[src/rtl/dsp_be_mlse_pkg.sv]
// Shared types and constants for the MLSE configuration path.
// Latency: none (types and helper function only).
// Backpressure: none.
package dsp_be_mlse_pkg;

  localparam int MLSE_COEF_W = 8;

  // Writing this value is rejected: its negation is not representable in S5.2.
  localparam logic [MLSE_COEF_W-1:0] MLSE_CFG_ILLEGAL = 8'h80;

  typedef enum logic [1:0] {
    HM1    = 2'd0,
    HP1    = 2'd1,
    HX     = 2'd2,
    COMMIT = 2'd3
  } mlse_cfg_sel_e;

  typedef enum logic [1:0] {
    IDLE     = 2'd0,
    WAIT_BND = 2'd1,
    SETTLE   = 2'd2
  } mlse_cfg_state_e;

  typedef struct packed {
    logic [MLSE_COEF_W-1:0] hm1;
    logic [MLSE_COEF_W-1:0] hp1;
    logic [MLSE_COEF_W-1:0] hx;
  } mlse_coef_t;

  // Counter width for a modulo-n counter, never narrower than one bit.
  function automatic int mlse_cnt_w(input int n);
    return (n > 1) ? $clog2(n) : 1;
  endfunction

endpackage

[src/rtl/dsp_be_mlse_frame_cnt.sv]
// Free-running frame position counter 0..FrameLen-1 with a boundary flag on the last cycle.
// Latency: count is registered; o_bnd decodes the registered count in the same cycle.
// Backpressure: none, runs continuously from reset.
module dsp_be_mlse_frame_cnt
  import dsp_be_mlse_pkg::*;
#(
  parameter int FrameLen = 64
) (
  input  logic                            i_clk,
  input  logic                            i_rst,
  output logic [mlse_cnt_w(FrameLen)-1:0] o_count,
  output logic                            o_bnd
);

  localparam int CntW = mlse_cnt_w(FrameLen);
  localparam logic [CntW-1:0] LastCnt = CntW'(FrameLen - 1);

  logic [CntW-1:0] count_q;
  logic [CntW-1:0] count_d;

  // Next position: wrap to zero after the boundary cycle.
  always_comb begin
    count_d = count_q + CntW'(1);
    if (count_q == LastCnt) begin
      count_d = '0;
    end
  end

  // Position register.
  always_ff @(posedge i_clk) begin
    if (i_rst) begin
      count_q <= '0;
    end else begin
      count_q <= count_d;
    end
  end

  assign o_count = count_q;
  assign o_bnd   = (count_q == LastCnt);

endmodule

[src/rtl/dsp_be_mlse_cfg_ctrl.sv]
// Shadow/active coefficient sequencer: writes land in shadows, commits apply atomically on a frame boundary.
// Latency: write-to-shadow 1 cycle; commit applies on the first boundary edge after acceptance, then qual low SettleCycles.
// Backpressure: o_req_ready is low while a commit is pending or settling (and during the post-reset settle window).
module dsp_be_mlse_cfg_ctrl
  import dsp_be_mlse_pkg::*;
#(
  parameter int FrameLen     = 64,
  parameter int SettleCycles = 4
) (
  input  logic                   i_clk,
  input  logic                   i_rst,
  input  logic                   i_req_valid,
  output logic                   o_req_ready,
  input  logic [1:0]             i_req_sel,
  input  logic [MLSE_COEF_W-1:0] i_req_data,
  input  logic                   i_err_clr,
  output logic [MLSE_COEF_W-1:0] o_cfg_eq_hm1,
  output logic [MLSE_COEF_W-1:0] o_cfg_eq_hp1,
  output logic [MLSE_COEF_W-1:0] o_cfg_eq_hx,
  output logic                   o_dat_qual,
  output logic                   o_busy,
  output logic                   o_err,
  output logic [3:0]             o_cfg_epoch,
  output logic                   o_frame_bnd
);

  localparam int CntW = mlse_cnt_w(FrameLen);
  localparam int SetW = mlse_cnt_w(SettleCycles);
  localparam logic [SetW-1:0] SettleInit = SetW'(SettleCycles - 1);

  mlse_cfg_state_e state_q, state_d;
  logic [SetW-1:0] settle_q, settle_d;
  mlse_coef_t      shadow_q, shadow_d;
  mlse_coef_t      active_q, active_d;
  logic [3:0]      epoch_q, epoch_d;
  logic            qual_q, qual_d;
  logic            err_q, err_d;

  logic            frame_bnd;
  logic [CntW-1:0] frame_cnt_unused;
  logic            req_ready;
  logic            req_accept;
  logic            err_set;
  mlse_cfg_sel_e   req_sel;

  dsp_be_mlse_frame_cnt #(
    .FrameLen(FrameLen)
  ) u_frame_cnt (
    .i_clk  (i_clk),
    .i_rst  (i_rst),
    .o_count(frame_cnt_unused),
    .o_bnd  (frame_bnd)
  );

  assign req_sel    = mlse_cfg_sel_e'(i_req_sel);
  assign req_ready  = (state_q == IDLE);
  assign req_accept = i_req_valid & req_ready;

  // Request handling, commit sequencing and sticky error; every target defaulted to hold.
  always_comb begin
    state_d  = state_q;
    settle_d = settle_q;
    shadow_d = shadow_q;
    active_d = active_q;
    epoch_d  = epoch_q;
    qual_d   = qual_q;
    err_set  = 1'b0;

    case (state_q)
      IDLE: begin
        if (req_accept) begin
          if (req_sel == COMMIT) begin
            state_d = WAIT_BND;
          end else if (i_req_data == MLSE_CFG_ILLEGAL) begin
            err_set = 1'b1;
          end else begin
            case (req_sel)
              HM1:     shadow_d.hm1 = i_req_data;
              HP1:     shadow_d.hp1 = i_req_data;
              HX:      shadow_d.hx  = i_req_data;
              default: shadow_d     = shadow_q;
            endcase
          end
        end
      end
      WAIT_BND: begin
        // All three coefficients swap on the same edge so the ALUs never see a mix.
        if (frame_bnd) begin
          active_d = shadow_q;
          epoch_d  = epoch_q + 4'd1;
          qual_d   = 1'b0;
          settle_d = SettleInit;
          state_d  = SETTLE;
        end
      end
      SETTLE: begin
        if (settle_q == '0) begin
          qual_d  = 1'b1;
          state_d = IDLE;
        end else begin
          settle_d = settle_q - SetW'(1);
        end
      end
      default: state_d = IDLE;
    endcase

    // A set in the same cycle as a clear must win.
    err_d = err_set | (err_q & ~i_err_clr);
  end

  // State and datapath registers; reset enters SETTLE so qualification waits out the window.
  always_ff @(posedge i_clk) begin
    if (i_rst) begin
      state_q  <= SETTLE;
      settle_q <= SettleInit;
      shadow_q <= '0;
      active_q <= '0;
      epoch_q  <= '0;
      qual_q   <= 1'b0;
      err_q    <= 1'b0;
    end else begin
      state_q  <= state_d;
      settle_q <= settle_d;
      shadow_q <= shadow_d;
      active_q <= active_d;
      epoch_q  <= epoch_d;
      qual_q   <= qual_d;
      err_q    <= err_d;
    end
  end

  assign o_req_ready  = req_ready;
  assign o_busy       = (state_q != IDLE);
  assign o_frame_bnd  = frame_bnd;
  assign o_cfg_eq_hm1 = active_q.hm1;
  assign o_cfg_eq_hp1 = active_q.hp1;
  assign o_cfg_eq_hx  = active_q.hx;
  assign o_cfg_epoch  = epoch_q;
  assign o_dat_qual   = qual_q;
  assign o_err        = err_q;

endmodule

[config.mk]
export PLATFORM = sky130hd
export DESIGN_NAME = dsp_be_mlse_cfg_ctrl
export DESIGN_NICKNAME = d
export VERILOG_FILES = /design/src/rtl/dsp_be_mlse_pkg.sv /design/src/rtl/dsp_be_mlse_frame_cnt.sv /design/src/rtl/dsp_be_mlse_cfg_ctrl.sv
export SDC_FILE = /design/constraint.sdc
export NUM_CORES = 1
export LEC_CHECK = 0
export BUFFER_PORTS_ARGS = -buffer_cell sky130_fd_sc_hd__buf_2
export CORE_MARGIN = 2
export CORE_UTILIZATION = 50
export DETAILED_ROUTE_END_ITERATION = 8
export PLACE_DENSITY = 0.74
export SETUP_SLACK_MARGIN = 0.1
export SLEW_MARGIN = 15
export SYNTH_ARGS = -nofsm -noshare
export SYNTH_HDL_FRONTEND = slang
export SYNTH_HIERARCHICAL = 1
export SYNTH_SLANG_ARGS = --single-unit
[constraint.sdc]
create_clock -name i_clk -period 4.47 [get_ports i_clk]
set_input_delay 0.2235 -clock i_clk [delete_from_list [all_inputs] [get_ports i_clk]]
set_output_delay 0.2235 -clock i_clk [all_outputs]
set_load 0.05 [all_outputs]
==> results of run 1 <==
layout make-up:
cell class / instances / share of cell area [%]
Clock inverter: 1 / 0.1664
Multi-Input combinational cell: 190 / 40.72
Timing Repair Buffer: 46 / 7.654
Clock buffer: 13 / 4.950
Tap cell: 70 / 2.912
Sequential cell: 64 / 42.60
Inverter: 8 / 0.9983
tightest hold or removal path, cell delays in order:
cell,delay [ps]
buf_2,70
nand2b_1,80
a21oi_1,50
cells in the mapped netlist:
cell type   n
dfxtp_1    64
nand2_1    53
nand2b_1   34
a21oi_1    29
mux2i_1    24
clkbuf_1   13
inv_1       8
nor2_1      7
o21ai_0     5
or3_1       4
a2111oi_4   3
ha_1        3
xnor2_1     3
a211oi_1    2
buf_1       2
nand3_1     2
nor2b_1     2
nor4b_1     2
a21oi_2     1
a31o_2      1
and3_1      1
and3_2      1
and3b_1     1
mux2_2      1
nand3_2     1
nand3b_1    1
nor3_1      1
nor3b_1     1
nor4_2      1
nor4b_2     1
o2111ai_1   1
o22ai_1     1
or2_2       1
or3b_4      1
xor2_1      1
state kept, by name, indices dropped and copies added (netlist names):
signal / cells
settle_q: 2
o_cfg_epoch: 4
o_cfg_eq_hp1: 8
o_err: 1
shadow_q: 24
state_q: 2
o_dat_qual: 1
o_cfg_eq_hx: 8
o_cfg_eq_hm1: 8
u_frame_cnt/o_count: 6
power breakdown:
group / total (mW) / internal [mW] / switching (mW) / leakage (nW)
logic: 0.126 / 0.0498 / 0.0757 / 0.540
clock network: 0.402 / 0.210 / 0.192 / 0.0794
registers: 0.604 / 0.588 / 0.0161 / 0.517
total: 1.13 / 0.848 / 0.283 / 1.14
logic make-up after synthesis:
| family | after synthesis | synth area share [%] |
|---|---|---|
| simple gates | 115 | 23.17 |
| flops | 64 | 49.42 |
| compound gates | 43 | 11.58 |
| mux | 25 | 9.701 |
| buf+inv | 23 | 3.330 |
| xor+xnor | 4 | 1.352 |
| fa+ha+maj | 3 | 1.448 |
through the flow:
step                      setup slack, ps  hold slack [ps]  instance area, um^2  utilization [%]  instances
after detailed placement             1890            443.1                 2854            56.60        378
after global routing                 1624            184.7                 3008            59.65        392
final                                1897            155.3                 3008            59.65        392
after global placement               1987            439.7                 2854            56.60        378
after CTS                            1864            141.7                 3008            59.65        392
after floorplan                      2207            295.9                 2592                -        277
how the worst max path moves through the flow:
stage / endpoint / cells after the start
2_1_floorplan: o_cfg_eq_hm1[3] / 8
3_3_place_gp: o_cfg_epoch[3] / 6
3_5_place_dp: o_cfg_epoch[3] / 6
4_1_cts: o_cfg_epoch[3] / 6
5_1_grt: o_cfg_epoch[2] / 6
6_report: o_cfg_epoch[3] / 6
routing by layer:
metal  track usage (%)  vias to the layer above
met5                 0                        -
met3             4.147                        9
met4             8.182                        0
met1             23.96                      886
li1                  -                     1011
met2             28.30                       53
==> results.md, run 1 <==
- Status: completed
- Critical path buffers and inverters: 0
- First-pass GRT wire length: 8.411 mm
- Synth area leader: dfxtp_1
- Pin count of the biggest net entering global routing: 70
- IO Count: 47
- Worst reg2reg path endpoint: o_cfg_epoch[3]
- RSZ-0062 raised after global routing: false
- Pwr Total: roughly 1.1 mW
- Met2 wire len: between 2 and 2.5 mm
- Startpoint Class: register
- Hold path endpoint: o_err
- Vias in the first global route: ~1.8k
- Filler cell count in the final layout: roughly 440
- Final hold vios: 0
- Worst Tran Pin Value: 1046 ps
- Synth top area share: 49.42%
- Slew HR: between 30% and 40%
- Metal-1 WL: 2.399 mm
- Seq/Total Area, Yosys: approximately half
- Most common cell after layout, fill and taps aside: dfxtp_1
- Worst EP arrival: 2820 ps
- Initial antenna violation count: 0
- Hold path depth: 3
- GRT Overall Usage: between 10% and 20%
- Slowest cell on the critical path: nand3b_1
- Post-CTS Setup Bufs: 0
- CTS Hold Bufs: 0
- Syn Area/Cell: slightly above 9 um^2
- Via count: between 1.5k and 2k
- Crit end category: register
- Final ANT Viol Nets: 0
- Avg Vias per Cell: between 4 and 5
- Synth Register Bits: 64
- Achievable clock frequency: 0.3886 GHz
- Chip Height: roughly 76 um
- Routed wire per std cell: approximately 13 um
- Clock sink count: between 60 and 70
- Rows: 26
- Syn_nets: approximately 290
- Worst skew pair latency: roughly 320 ps
- CP Max Fanout: 29
- Post-cts sizing count: 0
- Deepest clock path buffer count: 2
- VDD IR max: approximately 240 uV
- Die footprint: just under 0.006 mm^2
- Fin crit period: around 2600 ps
- Worst hold path class: in -> reg
- Met3 wire length: roughly 200 um
- Total Wirelength: just under 5 mm
- Pwr dens: around 380 mW/mm^2
- LEAKAGE: between 1 and 1.5 nW
- Yosys synthesis warning count: 6
- Total CTS buffers: 9
- Delay-heaviest family, CP: simple AND/OR/NAND/NOR gates
- Yosys cell types: 35
- Clock transition at the registers of the reported paths: about 60 ps
- Gp weighted congestion: between 0.6 and 0.7
- Multi-input logic area: between 0.001 and 0.0015 mm^2
- Ant. Diodes: 0
- Detail Placement HPWL: approximately 3.2 mm
- Slowest stage delay, CP: about 700 ps
- RR Startpoint: u_frame_cnt/o_count[0]
- Post-synthesis cell area: around 0.0026 mm^2
- I/O Buffers: 46
- H-tree Lvls: 3
- Commonest non-fill, non-tap cells in the layout: 64 x dfxtp_1, 53 x nand2_1, 46 x buf_2
- Slew Viols, Final: 0
- TritonRoute pass-1 iters: 4
- Register area: 0.001281 mm^2
- Main area contributors after synthesis: dfxtp_1 49%, mux2i_1 9.3%, nand2b_1 8.2%, nand2_1 7.7%, a21oi_1 5.6%
- Tcrit/Tclk final: between 50% and 60%
- WS Path Type: reg -> reg
- CTS Root Cell: clkbuf_8
- CP Cell Sequence: ha_1, and3_2, and3_1, nand3b_1, or3_1, a21oi_1
- CTS tree: done
- Area grow syn2layout: 16.02%
- Fin Setup TNS: 0 ps
- Uppermost routed layer: met4
- Initial Util: between 50% and 60%
- Setup crit start: u_frame_cnt/o_count[0]
- Depth of the most critical reg-to-reg path: 6
- Final Setup Violations: 0
- Share of cells above drive strength 1: about 21%
- Hold_sp: i_err_clr
- Max cap viols: 0
- Reg2reg setup slack: between 1500 and 2000 ps
- Drt initial violations: approximately 130
- Post-synthesis cell count: between 200 and 300
- Core outline area: roughly 0.0050 mm^2
- Die Wd: 76.01 um
- Crit path required time: approximately 4700 ps
- Fin nets: 336
- Worst Skew: between 2 and 3 ps
- Drt drc: 0
- Total congestion overflow: 0
Power figures use the tool's default switching activity.
==> inputs of run 2 (changes only) <==
- CORE_UTILIZATION: 50 -> 49
- PLACE_DENSITY: 0.74 -> 0.75
- clock period: 4.47 -> 2.1 ns (I/O delays scaled with it)
==> results.md, run 2 (synthesized netlist as in run 1, its figures left out) <==
- Global routing's busiest layer: met2
- Startpoint Class: register
- Fin nets: 348 (+3.6%)
- Layout Cells excl Fill: 406 (+3.6%)
- Fin Setup TNS: 0 ps (unchanged)
- Worst hold path class: in -> reg
- Slew HR: 40.02% (+9.9 points)
- CTS Hold Bufs: 0 (unchanged)
- CTS Root Cell: clkbuf_8
- Crit end category: register
- Worst Skew: 9.352 ps (+6.840 ps)
- Initial antenna violation count: 0 (unchanged)
- Drt initial violations: 117 (-11%)
- Reg2reg setup slack: 370 ps (-1530 ps)
- Global routing met1 resource utilization: 22.92% (-1.0 points)
- TritonRoute pass-1 iters: 4 (unchanged)
- Via count: 2010 (+2.6%)
- Pwr dens: 863.8 mW/mm^2 (+130%)
- Commonest non-fill, non-tap cells in the layout: 64 x dfxtp_1, 53 x nand2_1, 46 x buf_2
- RSZ-0062 raised after global routing: false
- P_sw: 0.6976 mW (+150%)
- Pin count of the biggest net entering global routing: 64 (-8.6%)
- Total CTS buffers: 9 (unchanged)
- Chip Height: 76.74 um (+0.96%)
- Drt drc: 0 (unchanged)
- Pwr Total: 2.743 mW (+140%)
- Placed instance area: 0.002949 mm^2 (+3.3%)
- Rows: 26 (unchanged)
- WS Path Type: reg -> reg
- Met2 GRT Util: 29.65% (+1.3 points)
- Deepest clock path buffer count: 2 (unchanged)
- Worst Tran Pin Value: 899.7 ps (-145.8 ps)
- GRT Overall Usage: 18.72% (+0.63 points)
- Avg Vias per Cell: 4.951 (-0.93%)
- Logic pwr share: 10.3% (-0.8 points)
- Post-route cell area: 0.003176 mm^2 (+5.6%)
- Status: completed
- Crit path required time: 2360 ps (-2350 ps)
- CTS tree: done
- Gp weighted congestion: 0.7550 (+9.6%)
- Detail Placement HPWL: 3.563 mm (+11%)
- VDD IR max: 422.6 uV (+73%)
- LEAKAGE: 1.226 nW (+7.9%)
- Int Power: 2.045 mW (+140%)
- Tcrit/Tclk final: 82.34% (+25 points)
- I/O Buffers: 46 (unchanged)
- Final hold vios: 0 (unchanged)
- Top reg by flops: shadow_q
- Most common cell after layout, fill and taps aside: dfxtp_1
- Share of cells above drive strength 1: 25.89% (+4.5 points)
- Final ANT Viol Nets: 0 (unchanged)
- GRT met3 Usage: 4.588% (+0.44 points)
- Ant. Diodes: 0 (unchanged)
- Initial Util: 50.76% (-0.65 points)
- Worst skew pair latency: 350 ps (+30 ps)
- Clock transition at the registers of the reported paths: 70 ps (about the same)
- Max reg flops: 24 (unchanged)
- Dpl cells: 390 (+3.2%)
- H-tree Lvls: 3 (unchanged)
- Post-CTS Setup Bufs: 0 (unchanged)
- First-pass GRT wire length: 8.645 mm (+2.8%)
- Core outline area: 0.005107 mm^2 (+1.3%)
- Worst EP arrival: 1990 ps (-830 ps)
- Total Wirelength: 5.092 mm (+3.6%)
- Fin Hold WS: 29.04 ps (-126.3 ps)
- Sequential Power Share: 46.5% (-6.9 points)
- Total congestion overflow: 0 (unchanged)
- Die Wd: 76.74 um (+0.96%)
- Vias in the first global route: 1934 (+6.9%)
- Area grow syn2layout: 22.49%
- Sw frac: 25.43% (+0.38 points)
- CP Max Fanout: 6 (-79%)
- Slew Viols, Final: 0 (unchanged)
- Clock sink count: 64 (unchanged)
- Post-cts sizing count: 0 (unchanged)
- Fin crit period: 1729 ps (-844.0 ps)
- Clock power frac: 43.2% (+7.7 points)
- Final Setup Violations: 0 (unchanged)
- Max cap viols: 0 (unchanged)
- Routed wire per std cell: 12.54 um (about the same)
- Achievable clock frequency: 0.5783 GHz (+49%)
- IO Count: 47 (unchanged)
- Die footprint: 0.005888 mm^2 (+1.9%)
[run 2: cell types whose count changed in the layout (fill, tap and decap cells not counted), sizes merged]
| cell | before | now |
|---|---|---|
| buf | 46 | 58 |
| bufinv | 0 | 2 |
| clkbuf | 13 | 9 |
| clkinv | 1 | 2 |
| clkinvlp | 0 | 1 |
| inv | 8 | 10 |
[run 2: cell type report]
cell class | instances | area [um^2]
multi-input cells | 190 | 1230
repair buffers | 58 | 320.3
flip-flops and latches | 64 | 1281
clock inverters | 7 | 102.6
well taps | 70 | 87.58
inverters | 8 | 30.03
fillers | 465 | 1932
clock buffers | 9 | 123.9
[run 2: power by group through the flow]
| stage | Combinational [mW] | Clock [mW] | Sequential [mW] |
|---|---|---|---|
| floorplan | 0.193 | 0 | 1.32 |
| global placement | 0.282 | 0 | 1.30 |
| detailed placement | 0.285 | 0 | 1.30 |
| CTS | 0.287 | 1.21 | 1.28 |
| global route | 0.318 | 1.27 | 1.28 |
| finish | 0.284 | 1.18 | 1.28 |
[run 2: critical path, stage by stage (launching register included)]
cell and delay [ps]:
dfxtp_1 370, ha_1 190, and3_2 220, and3_4 210, nand3b_1 150, or3_1 380, a21oi_1 140
[run 2: metrics by stage]
stage	setup slack, ps	utilization [%]
floorplan	190.5	-
global placement	440.9	57.74
detailed placement	386.2	57.74
CTS	358.2	62.18
global route	261.0	62.18
finish	370.9	62.18
[run 2: path summary, 6_finish.rpt]
kind	start	to	depth (start not counted)
worst max-delay path	u_frame_cnt/o_count[0]	o_cfg_epoch[3]	6
worst min-delay path	i_err_clr	o_err	3
worst max register to register	u_frame_cnt/o_count[0]	o_cfg_epoch[3]	6
worst min register to register	o_cfg_eq_hp1[7]	o_cfg_eq_hp1[7]	2
[run 2: routing by layer]
| metal | vias up | routed length [um] |
|---|---|---|
| met5 | - | 0 |
| met4 | 0 | 116 |
| met3 | 10 | 241 |
| met2 | 46 | 2384 |
| met1 | 926 | 2349 |
| li1 | 1028 | - |
